### src/rtl/fir_mac_sequencer_if.sv
// rtl/fir_mac_sequencer_if.sv - sample, result and coefficient-write handshake bundle for the folded FIR
//
// Purpose : groups the three valid/ready style channels of fir_mac_sequencer.
// Signals : s_valid/s_ready/s_data       sample input channel
//           m_valid/m_ready/m_data       filtered result output channel
//           cfg_we/cfg_ready/cfg_addr/cfg_data  coefficient write channel
// Modports: master = sample source / result sink / config master side
//           slave  = filter side
interface fir_mac_sequencer_if #(
  parameter int DW = 8,
  parameter int CW = 8
);
  logic                 s_valid;
  logic                 s_ready;
  logic signed [DW-1:0] s_data;
  logic                 m_valid;
  logic                 m_ready;
  logic        [DW-1:0] m_data;
  logic                 cfg_we;
  logic                 cfg_ready;
  logic        [3:0]    cfg_addr;
  logic signed [CW-1:0] cfg_data;

  modport master (
    output s_valid, s_data, m_ready, cfg_we, cfg_addr, cfg_data,
    input  s_ready, m_valid, m_data, cfg_ready
  );

  modport slave (
    input  s_valid, s_data, m_ready, cfg_we, cfg_addr, cfg_data,
    output s_ready, m_valid, m_data, cfg_ready
  );
endinterface

### src/rtl/fir_mac_sequencer.sv
// rtl/fir_mac_sequencer.sv - folded time-multiplexed symmetric FIR with one pre-adder and one multiplier
//
// Purpose : accepts a sample, runs NPAIR multiply-accumulate cycles over symmetric
//           tap pairs, and returns a shifted, saturated result. Owns a writable
//           coefficient bank shared with the sample path under one controller.
// Ports   : clk      clock, rising edge
//           n_rst    asynchronous active-low reset
//           bus      fir_mac_sequencer_if.slave (sample in, result out, coefficient write)
//           busy     high whenever the controller is not idle
//           ovf      sticky saturation flag
//           ovf_clr  clears ovf (a same-cycle saturation wins)
module fir_mac_sequencer #(
  parameter int DW    = 8,
  parameter int CW    = 8,
  parameter int NTAP  = 20,
  parameter int SHIFT = 7,
  parameter int ACC_W = 21
) (
  input  logic                  clk,
  input  logic                  n_rst,
  fir_mac_sequencer_if.slave    bus,
  output logic                  busy,
  output logic                  ovf,
  input  logic                  ovf_clr
);

  localparam int NPAIR = NTAP / 2;
  localparam int KW    = (NPAIR > 1) ? $clog2(NPAIR) : 1;
  localparam int IW    = (NTAP > 1) ? $clog2(NTAP) : 1;

  localparam logic signed [ACC_W-1:0] SAT_MAX = ACC_W'((1 << (DW - 1)) - 1);
  localparam logic signed [ACC_W-1:0] SAT_MIN = ~SAT_MAX;

  typedef enum logic [1:0] {
    S_IDLE = 2'd0,
    S_MAC  = 2'd1,
    S_OUT  = 2'd2
  } state_t;

  // Power-on lowpass coefficients; only defined for the 20-tap build.
  function automatic logic signed [CW-1:0] h_default(input int idx);
    logic [7:0] v;
    v = 8'h00;
    if (NTAP == 20) begin
      case (idx)
        0: v = 8'h0A;
        1: v = 8'h00;
        2: v = 8'hF2;
        3: v = 8'hE8;
        4: v = 8'hEB;
        5: v = 8'h00;
        6: v = 8'h25;
        7: v = 8'h50;
        8: v = 8'h72;
        9: v = 8'h7F;
        default: v = 8'h00;
      endcase
    end
    return CW'(signed'(v));
  endfunction

  state_t                  state_q, state_d;
  logic signed [DW-1:0]    d_q [NTAP];
  logic signed [CW-1:0]    h_q [NPAIR];
  logic signed [ACC_W-1:0] acc_q;
  logic [KW-1:0]           k_q;
  logic                    m_valid_q;
  logic [DW-1:0]           m_data_q;
  logic                    ovf_q;

  logic                    accept;
  logic                    cfg_wr;
  logic                    mac_last;
  logic                    out_done;
  logic [IW-1:0]           near_idx;
  logic [IW-1:0]           mir_idx;
  logic signed [DW:0]      pre_add;
  logic signed [DW+CW:0]   prod;
  logic signed [ACC_W-1:0] acc_next;
  logic signed [ACC_W-1:0] acc_shift;
  logic                    sat_hi;
  logic                    sat_lo;
  logic [DW-1:0]           sat_val;

  // Next-state and control strobes.
  always_comb begin
    state_d  = state_q;
    accept   = 1'b0;
    cfg_wr   = 1'b0;
    mac_last = 1'b0;
    out_done = 1'b0;
    case (state_q)
      S_IDLE: begin
        // A coefficient write takes the cycle; the sample waits.
        cfg_wr = bus.cfg_we;
        accept = bus.s_valid && !bus.cfg_we;
        if (accept) state_d = S_MAC;
      end
      S_MAC: begin
        if (k_q == KW'(NPAIR - 1)) begin
          mac_last = 1'b1;
          state_d  = S_OUT;
        end
      end
      S_OUT: begin
        if (bus.m_ready) begin
          out_done = 1'b1;
          state_d  = S_IDLE;
        end
      end
      default: state_d = S_IDLE;
    endcase
  end

  assign bus.s_ready   = (state_q == S_IDLE) && !bus.cfg_we;
  assign bus.cfg_ready = (state_q == S_IDLE);
  assign bus.m_valid   = m_valid_q;
  assign bus.m_data    = m_data_q;
  assign busy          = (state_q != S_IDLE);
  assign ovf           = ovf_q;

  // Pair k folds tap k with its mirror tap NTAP-1-k before the single multiply.
  always_comb begin
    near_idx  = IW'(k_q);
    mir_idx   = IW'(NTAP - 1) - IW'(k_q);
    pre_add   = (DW + 1)'(d_q[near_idx]) + (DW + 1)'(d_q[mir_idx]);
    prod      = (DW + CW + 1)'(pre_add) * (DW + CW + 1)'(h_q[k_q]);
    acc_next  = acc_q + ACC_W'(prod);
    acc_shift = acc_next >>> SHIFT;
    sat_hi    = (acc_shift > SAT_MAX);
    sat_lo    = (acc_shift < SAT_MIN);
    if (sat_hi)      sat_val = SAT_MAX[DW-1:0];
    else if (sat_lo) sat_val = SAT_MIN[DW-1:0];
    else             sat_val = acc_shift[DW-1:0];
  end

  always_ff @(posedge clk or negedge n_rst) begin
    if (!n_rst) begin
      state_q <= S_IDLE;
      for (int i = 0; i < NTAP; i++) d_q[i] <= '0;
      for (int j = 0; j < NPAIR; j++) h_q[j] <= h_default(j);
      acc_q     <= '0;
      k_q       <= '0;
      m_valid_q <= 1'b0;
      m_data_q  <= '0;
      ovf_q     <= 1'b0;
    end else begin
      state_q <= state_d;

      if (accept) begin
        d_q[0] <= bus.s_data;
        for (int i = 1; i < NTAP; i++) d_q[i] <= d_q[i-1];
        acc_q <= '0;
        k_q   <= '0;
      end

      // Out-of-range addresses are acknowledged but write nothing.
      if (cfg_wr && (32'(bus.cfg_addr) < NPAIR)) h_q[bus.cfg_addr[KW-1:0]] <= bus.cfg_data;

      if (state_q == S_MAC) begin
        acc_q <= acc_next;
        if (!mac_last) k_q <= k_q + 1'b1;
      end

      if (mac_last) begin
        m_data_q  <= sat_val;
        m_valid_q <= 1'b1;
      end else if (out_done) begin
        m_valid_q <= 1'b0;
      end

      if (mac_last && (sat_hi || sat_lo)) ovf_q <= 1'b1;
      else if (ovf_clr)                   ovf_q <= 1'b0;
    end
  end

endmodule
### src/flat_wrapper.sv
// flat-port wrapper written by rule: the top's interface ports become plain ports
module fir_mac_sequencer_flat 
#(
  parameter int DW    = 8,
  parameter int CW    = 8,
  parameter int NTAP  = 20,
  parameter int SHIFT = 7,
  parameter int ACC_W = 21
)
  (clk, n_rst, busy, ovf, ovf_clr, bus_s_valid, bus_s_data, bus_m_ready, bus_cfg_we, bus_cfg_addr, bus_cfg_data, bus_s_ready, bus_m_valid, bus_m_data, bus_cfg_ready);
  fir_mac_sequencer_if #(.DW(DW), .CW(CW)) bus_i ();
  input  logic clk;
  input  logic n_rst;
  output logic busy;
  output logic ovf;
  input  logic ovf_clr;
  input wire logic [$bits(bus_i.s_valid)-1:0] bus_s_valid;
  input wire logic [$bits(bus_i.s_data)-1:0] bus_s_data;
  input wire logic [$bits(bus_i.m_ready)-1:0] bus_m_ready;
  input wire logic [$bits(bus_i.cfg_we)-1:0] bus_cfg_we;
  input wire logic [$bits(bus_i.cfg_addr)-1:0] bus_cfg_addr;
  input wire logic [$bits(bus_i.cfg_data)-1:0] bus_cfg_data;
  output wire logic [$bits(bus_i.s_ready)-1:0] bus_s_ready;
  output wire logic [$bits(bus_i.m_valid)-1:0] bus_m_valid;
  output wire logic [$bits(bus_i.m_data)-1:0] bus_m_data;
  output wire logic [$bits(bus_i.cfg_ready)-1:0] bus_cfg_ready;
  assign bus_i.s_valid = bus_s_valid;
  assign bus_i.s_data = bus_s_data;
  assign bus_i.m_ready = bus_m_ready;
  assign bus_i.cfg_we = bus_cfg_we;
  assign bus_i.cfg_addr = bus_cfg_addr;
  assign bus_i.cfg_data = bus_cfg_data;
  assign bus_s_ready = bus_i.s_ready;
  assign bus_m_valid = bus_i.m_valid;
  assign bus_m_data = bus_i.m_data;
  assign bus_cfg_ready = bus_i.cfg_ready;
  fir_mac_sequencer #(.DW(DW), .CW(CW), .NTAP(NTAP), .SHIFT(SHIFT), .ACC_W(ACC_W)) u_core (.clk(clk), .n_rst(n_rst), .bus(bus_i), .busy(busy), .ovf(ovf), .ovf_clr(ovf_clr));
endmodule
### config.mk
export PLATFORM = sky130hd
export DESIGN_NAME = fir_mac_sequencer_flat
export DESIGN_NICKNAME = d
export VERILOG_FILES = /design/src/rtl/fir_mac_sequencer_if.sv /design/src/rtl/fir_mac_sequencer.sv /design/src/flat_wrapper.sv
export SDC_FILE = /design/constraint.sdc
export NUM_CORES = 1
export LEC_CHECK = 0
export CORE_ASPECT_RATIO = 0.9
export CORE_MARGIN = 4
export CORE_UTILIZATION = 45
export CTS_BUF_LIST = sky130_fd_sc_hd__clkbuf_16
export CTS_CLUSTER_SIZE = 14
export DETAILED_ROUTE_END_ITERATION = 10
export PLACE_DENSITY_LB_ADDON = 0.25
export SLEW_MARGIN = 20
export SYNTH_ARGS = -nofsm -noshare
export SYNTH_HDL_FRONTEND = slang
export SYNTH_SLANG_ARGS = --single-unit
### constraint.sdc
create_clock -name clk -period 18 [get_ports clk]
set_input_delay 2.7 -clock clk [delete_from_list [all_inputs] [get_ports clk]]
set_output_delay 2.7 -clock clk [all_outputs]
set_load 0.02 [all_outputs]
==> flow_summary.yaml, run 1 <==
yosys:
  yosys.area_share.simple_pct: 16.1
  synth_nets: 1920
  synth_top_area_cell: "dfrtp_1"
  synthArstFlopShare_pct: 100
  syn_inst: 1739
  ys_seq_area_share_pct: 39.3
  syn_area_um2: 17700
  ys_ff_latch: 277
  synth-compound-area-share_pct: 6.04
  synthTopCellsByArea: "dfrtp_1 34%, nand2_1 12%, fa_1 10%"
  synthMuxAreaShare_pct: 17.6
  synth_top_family_by_area: "multiplexers"
  synth_top_area_share_pct: 34.4
  synth_xor_area_share_pct: 1.96
  syn_area_per_cell_um2: 10.2
  synth_flop_cell: "dfrtp_1"
  yosysUniqueCellTypes: 57
  yosysWarnings: 0
  synthAdderAreaFrac_pct: 14.7
  synth-edff-count: 0
critical_path:
  worstPathArrival_ns: 10.89
  worst_setup_path_end_kind: "flip-flop"
  ff2ff_path_depth: 28
  crit_type: "flip-flop to flip-flop"
  path_buf_inv: 3
  path_delay_family: "adder cells"
  crit_fanout: 41
  r2r-end: "u_core.ovf"
  cp_slowest_cell: "dfrtp_4"
  rrSetupSlack_ns: 7.53
  r2r-start: "u_core.k_q[0]"
  cpPeakStageDelay_ns: 0.91
  crit_required_ns: 18.41
  start_kind: "flip-flop"
worst_hold_path:
  min_path_type: "flip-flop to flip-flop"
  min_to: "u_core.d_q[0]"
  min_from: "u_core.d_q[0]"
  min_path_cells: 2
routing:
  ant_nets: 0
  avgRoutedWirePerCell_um: 18.1
  drt_wl_total_um: 41400
  drc: 0
  vias: 12500
  drtIter0Drc: 987
  drt_pass1_iterations: 5
  vias_per_cell: 5.47
flow_run:
  maxCapViolCount: 0
global_routing:
  antenna_found_initial: 0
  track_usage_pct: 19.7
  grt_max_degree: 174
  first_global_vias: 12900
  grt_overflow_total: 0
  grt_pass1_wl_um: 69100
run_status:
  status: "completed"
sta:
  finalSetupViolCount: 0
  fin_ws_ns: 7.53
  maxSlewViolCount: 0
  finalClockSkew_ns: 0.0104
  period_minus_slack_ns: 10.47
  tightest_slew_ns: 1.03
  finalHoldViolations: 0
  period_share_pct: 58.2
  tns_ns: 0
  relSlewSlack_pct: 31.4
  fmax_mhz: 95.5
  rsz0062_at_grt: "no"
placed_design:
  numPortBuffers: 38
  dp_slack_ns: 7.62
  dp_hpwl_um: 27800
  gp_congestion: 0.866
clocking:
  path_clk_slew_ns: 0.06
  ctsResizeCount: 0
  htree_levels: 1
  clk_latency_ns: 0.58
  cts_buffer_depth: 3
  root_buffer: "clkbuf_16"
  cts_setup_buffers: 0
  cts_buffers: 31
  ctsHoldBuffers: 0
  cts_num_sinks: 277
  cts_tree: "yes"
cells_and_area:
  drive_above_1_share_pct: 16.2
  final_common_cell: "nand2_1"
  antenna_cells: 0
  fin_nets: 1925
  syn2layout_area_growth_pct: 10.5
  layout_common_cells: "546 x nand2_1, 242 x dfrtp_1, 113 x inv_1"
die:
  dieArea_um2: 42700
  start_util_pct: 45.9
  chipWidth_um: 217
  placementRows: 68
  num_io_pins: 39
  die_h_um: 196
  core-area_um2: 38600
## worst reg2reg max path: cells and delay by family (launching register included)
family                     cells  cell delay, ns
and+or+nand+nor                6            1.36
xor gates and xnor gates       1            0.42
AOI/OAI and AO/OA              8            2.26
buffers and inverters          3            0.96
DFF                            1            0.91
adders and majority gates      8            3.33
muxes                          2            1.05
## area by class of cell
class	count	area, um^2
Tap cell	525	657
Timing Repair Buffer	61	571
Clock buffer	31	776
Clock inverter	25	170
Inverter	105	395
Sequential cell	277	6980
Fill cell	3511	19000
Multi-Input combinational cell	1268	10100
## per-stage QoR
stage	util [%]	area [um^2]	hold WS [ns]	cells
after floorplan	-	17700	0.441	1739
after detailed placement	48.3	18700	0.466	2236
final	50.8	19600	0.485	2292
after CTS	50.7	19600	0.482	2292
after global placement	48.3	18700	0.454	2236
after global routing	50.8	19600	0.494	2292
## flip-flops by register name (all words and copies together), names as in the netlist
signal,count
u_core.bus.m_data,8
u_core.bus.m_valid,1
u_core.state_q,2
u_core.k_q,4
u_core.ovf,1
u_core.h_q,80
u_core.d_q,160
u_core.acc_q,21
## layer usage
metal	vias up	track usage, %	routed length [um]
li1	5862	-	-
met1	6320	29.3	19600
met2	286	30.2	18500
met3	63	3.79	2220
met4	0	5.20	1040
met5	-	0	0
## Yosys cell counts, drive strengths merged, types with 4 or more instances
cell,number
mux2,90
buf,29
o21ai,53
nor3,13
mux4,79
dfrtp,244
o211ai,12
o21bai,4
nand3,38
o31ai,5
a21oi,21
nand2b,11
nor2b,9
nor2,69
nor4,5
xnor2,22
a22o,4
ha,65
a221oi,15
dfstp,33
a21o,6
nand2,547
a31oi,6
inv,103
mux2i,33
xor2,15
fa,90
o21a,7
a22oi,11
clkbuf,60
or2,8
## how the worst max path moves through the flow
stage / endpoint / startpoint / depth (start not counted) / slack, ns
after floorplan: u_core.bus.m_data[0] / u_core.k_q[0] / 31 / 7.62
after global placement: u_core.bus.m_data[0] / u_core.k_q[0] / 28 / 7.85
after detailed placement: u_core.bus.m_data[1] / u_core.k_q[0] / 28 / 7.62
after CTS: u_core.bus.m_data[1] / u_core.k_q[0] / 28 / 7.56
after global routing: u_core.ovf / u_core.k_q[0] / 28 / 6.75
final: u_core.ovf / u_core.k_q[0] / 28 / 7.53
## kinds of logic after synthesis
group                      count (synthesis)
xor gates and xnor gates                  38
adders and majority gates                155
AOI/OAI and AO/OA                        162
DFF                                      277
and+or+nand+nor                          711
muxes                                    202
buffers and inverters                    194
Power of run 1 is not shown: default switching activity piles up to over one toggle a cycle in this logic, so the estimate is an artifact.
==> run 2: changes to the inputs <==
==> constraint.sdc (replaced) <==
create_clock -name clk -period 10.08 [get_ports clk]
set_input_delay 1.512 -clock clk [delete_from_list [all_inputs] [get_ports clk]]
set_output_delay 1.512 -clock clk [all_outputs]
set_load 0.02 [all_outputs]
==> flow_summary.yaml, run 2 (same netlist as run 1, synthesis figures left out) <==
sta:
  finalSetupViolCount: 0
  fmax_mhz: 106
  relSlewSlack_pct: 31.7
  maxSlewViolCount: 0
  period_minus_slack_ns: 9.40
  tightest_slew_ns: 1.03
  period_share_pct: 93.3
  finalClockSkew_ns: 0.0185
  rsz0062_at_grt: "no"
  tns_ns: 0
  finalHoldViolations: 0
clocking:
  cts_num_sinks: 277
  clk_latency_ns: 0.53
  path_clk_slew_ns: 0.06
  root_buffer: "clkbuf_16"
  cts_tree: "yes"
  htree_levels: 2
  cts_buffer_depth: 3
  cts_buffers: 34
critical_path:
  cp_slowest_cell: "dfrtp_4"
  crit_required_ns: 10.46
  r2r-start: "u_core.k_q[0]"
  ff2ff_path_depth: 28
  rrSetupSlack_ns: 0.68
  crit_fanout: 21
  worstPathArrival_ns: 9.78
  crit_path_frequent_cell: "fa_1"
  crit_type: "flip-flop to flip-flop"
  r2r-end: "u_core.bus.m_data[2]"
  worst_setup_path_end_kind: "flip-flop"
  cpPeakStageDelay_ns: 0.65
  path_delay_family: "adder cells"
  start_kind: "flip-flop"
  path_buf_inv: 5
die:
  core-area_um2: 38600
  die_h_um: 196
  dieArea_um2: 42700
  start_util_pct: 45.9
  chipWidth_um: 217
  placementRows: 68
  num_io_pins: 39
global_routing:
  grt_overflow_total: 0
  track_usage_pct: 19.8
  first_global_vias: 12800
  grt_max_degree: 156
  grt_pass1_wl_um: 68900
  antenna_found_initial: 0
cells_and_area:
  largest_register_ff_count: 160
  final_common_cell: "nand2_1"
  drive_above_1_share_pct: 16.9
  n_fill_cell: 3516
  fin_area_um2: 19900
  layout_common_cells: "546 x nand2_1, 242 x dfrtp_1, 117 x inv_1"
  top_register: "u_core.d_q"
  largestRegisters: "u_core.d_q: 160 flops, u_core.h_q: 80 flops, u_core.acc_q: 21 flops"
  syn2layout_area_growth_pct: 11.9
  antenna_cells: 0
  fin_nets: 1937
flow_run:
  maxCapViolCount: 0
run_status:
  status: "completed"
placed_design:
  place_area_um2: 18700
  numPortBuffers: 38
  gp_congestion: 0.868
  dp_hpwl_um: 28100
worst_hold_path:
  min_path_type: "flip-flop to flip-flop"
  min_from: "u_core.d_q[4]"
  min_path_cells: 2
  min_to: "u_core.d_q[4]"
routing:
  drt_pass1_iterations: 6
  drt_wl_total_um: 40900
  avgRoutedWirePerCell_um: 17.7
  vias: 12500
  vias_per_cell: 5.44
  drtIter0Drc: 812
  ant_nets: 0
  drc: 0
run 2: what timing repair did:
action,4_1_cts,5_1_grt
hold buffers,0,0
setup buffers,0,2
gates resized for setup,0,4
setup endpoints to repair,0,8
run 2: worst reg2reg max path, delay by kind of cell (launching register included):
family,cells,cell delay [ns]
AO/OA/AOI/OAI,10,2.83
XOR/XNOR,1,0.41
adder cells (fa/ha/maj),7,2.98
buffers and inverters,5,0.99
flip-flops,1,0.65
multiplexers,1,0.54
AND/OR/NAND/NOR,4,0.84
run 2: how the worst max path moves through the flow:
| stage | cells past startpoint | to | slack (ns) | startpoint |
|---|---|---|---|---|
| after floorplan | 31 | u_core.bus.m_data[0] | 0.35 | u_core.k_q[0] |
| after global placement | 28 | u_core.ovf | 0.68 | u_core.k_q[0] |
| after detailed placement | 28 | u_core.bus.m_data[2] | 0.46 | u_core.k_q[0] |
| after CTS | 28 | u_core.ovf | 0.42 | u_core.k_q[0] |
| after global routing | 28 | u_core.ovf | 0.02 | u_core.k_q[0] |
| final | 28 | u_core.bus.m_data[2] | 0.68 | u_core.k_q[0] |
run 2: final cells by class:
type | count | area (um^2) | share of cell area, %
Tap cell | 525 | 657 | 3.31
Multi-Input combinational cell | 1268 | 10100 | 50.7
Inverter | 105 | 395 | 1.99
Clock inverter | 27 | 259 | 1.30
Clock buffer | 34 | 851 | 4.28
Timing Repair Buffer | 70 | 642 | 3.23
Sequential cell | 277 | 6980 | 35.2
run 2: routing by layer:
layer	share of wire, %	vias up	global-route usage [%]
met3	5.6	57	3.62
met1	47	6287	29.6
li1	-	5903	-
met5	0	-	0
met2	46	289	30.5
met4	1.6	0	4.31
run 2: metrics by stage:
step / instances / hold WS, ns / utilization [%] / setup WS [ns]
finish: 2306 / 0.476 / 51.4 / 0.680
global route: 2306 / 0.499 / 51.4 / 0.0181
CTS: 2304 / 0.476 / 51.3 / 0.421
detailed placement: 2243 / 0.461 / 48.5 / 0.459
global placement: 2243 / 0.457 / 48.4 / 0.681
floorplan: 1739 / 0.441 / - / 0.349
Power of run 2 is left out for the same reason.
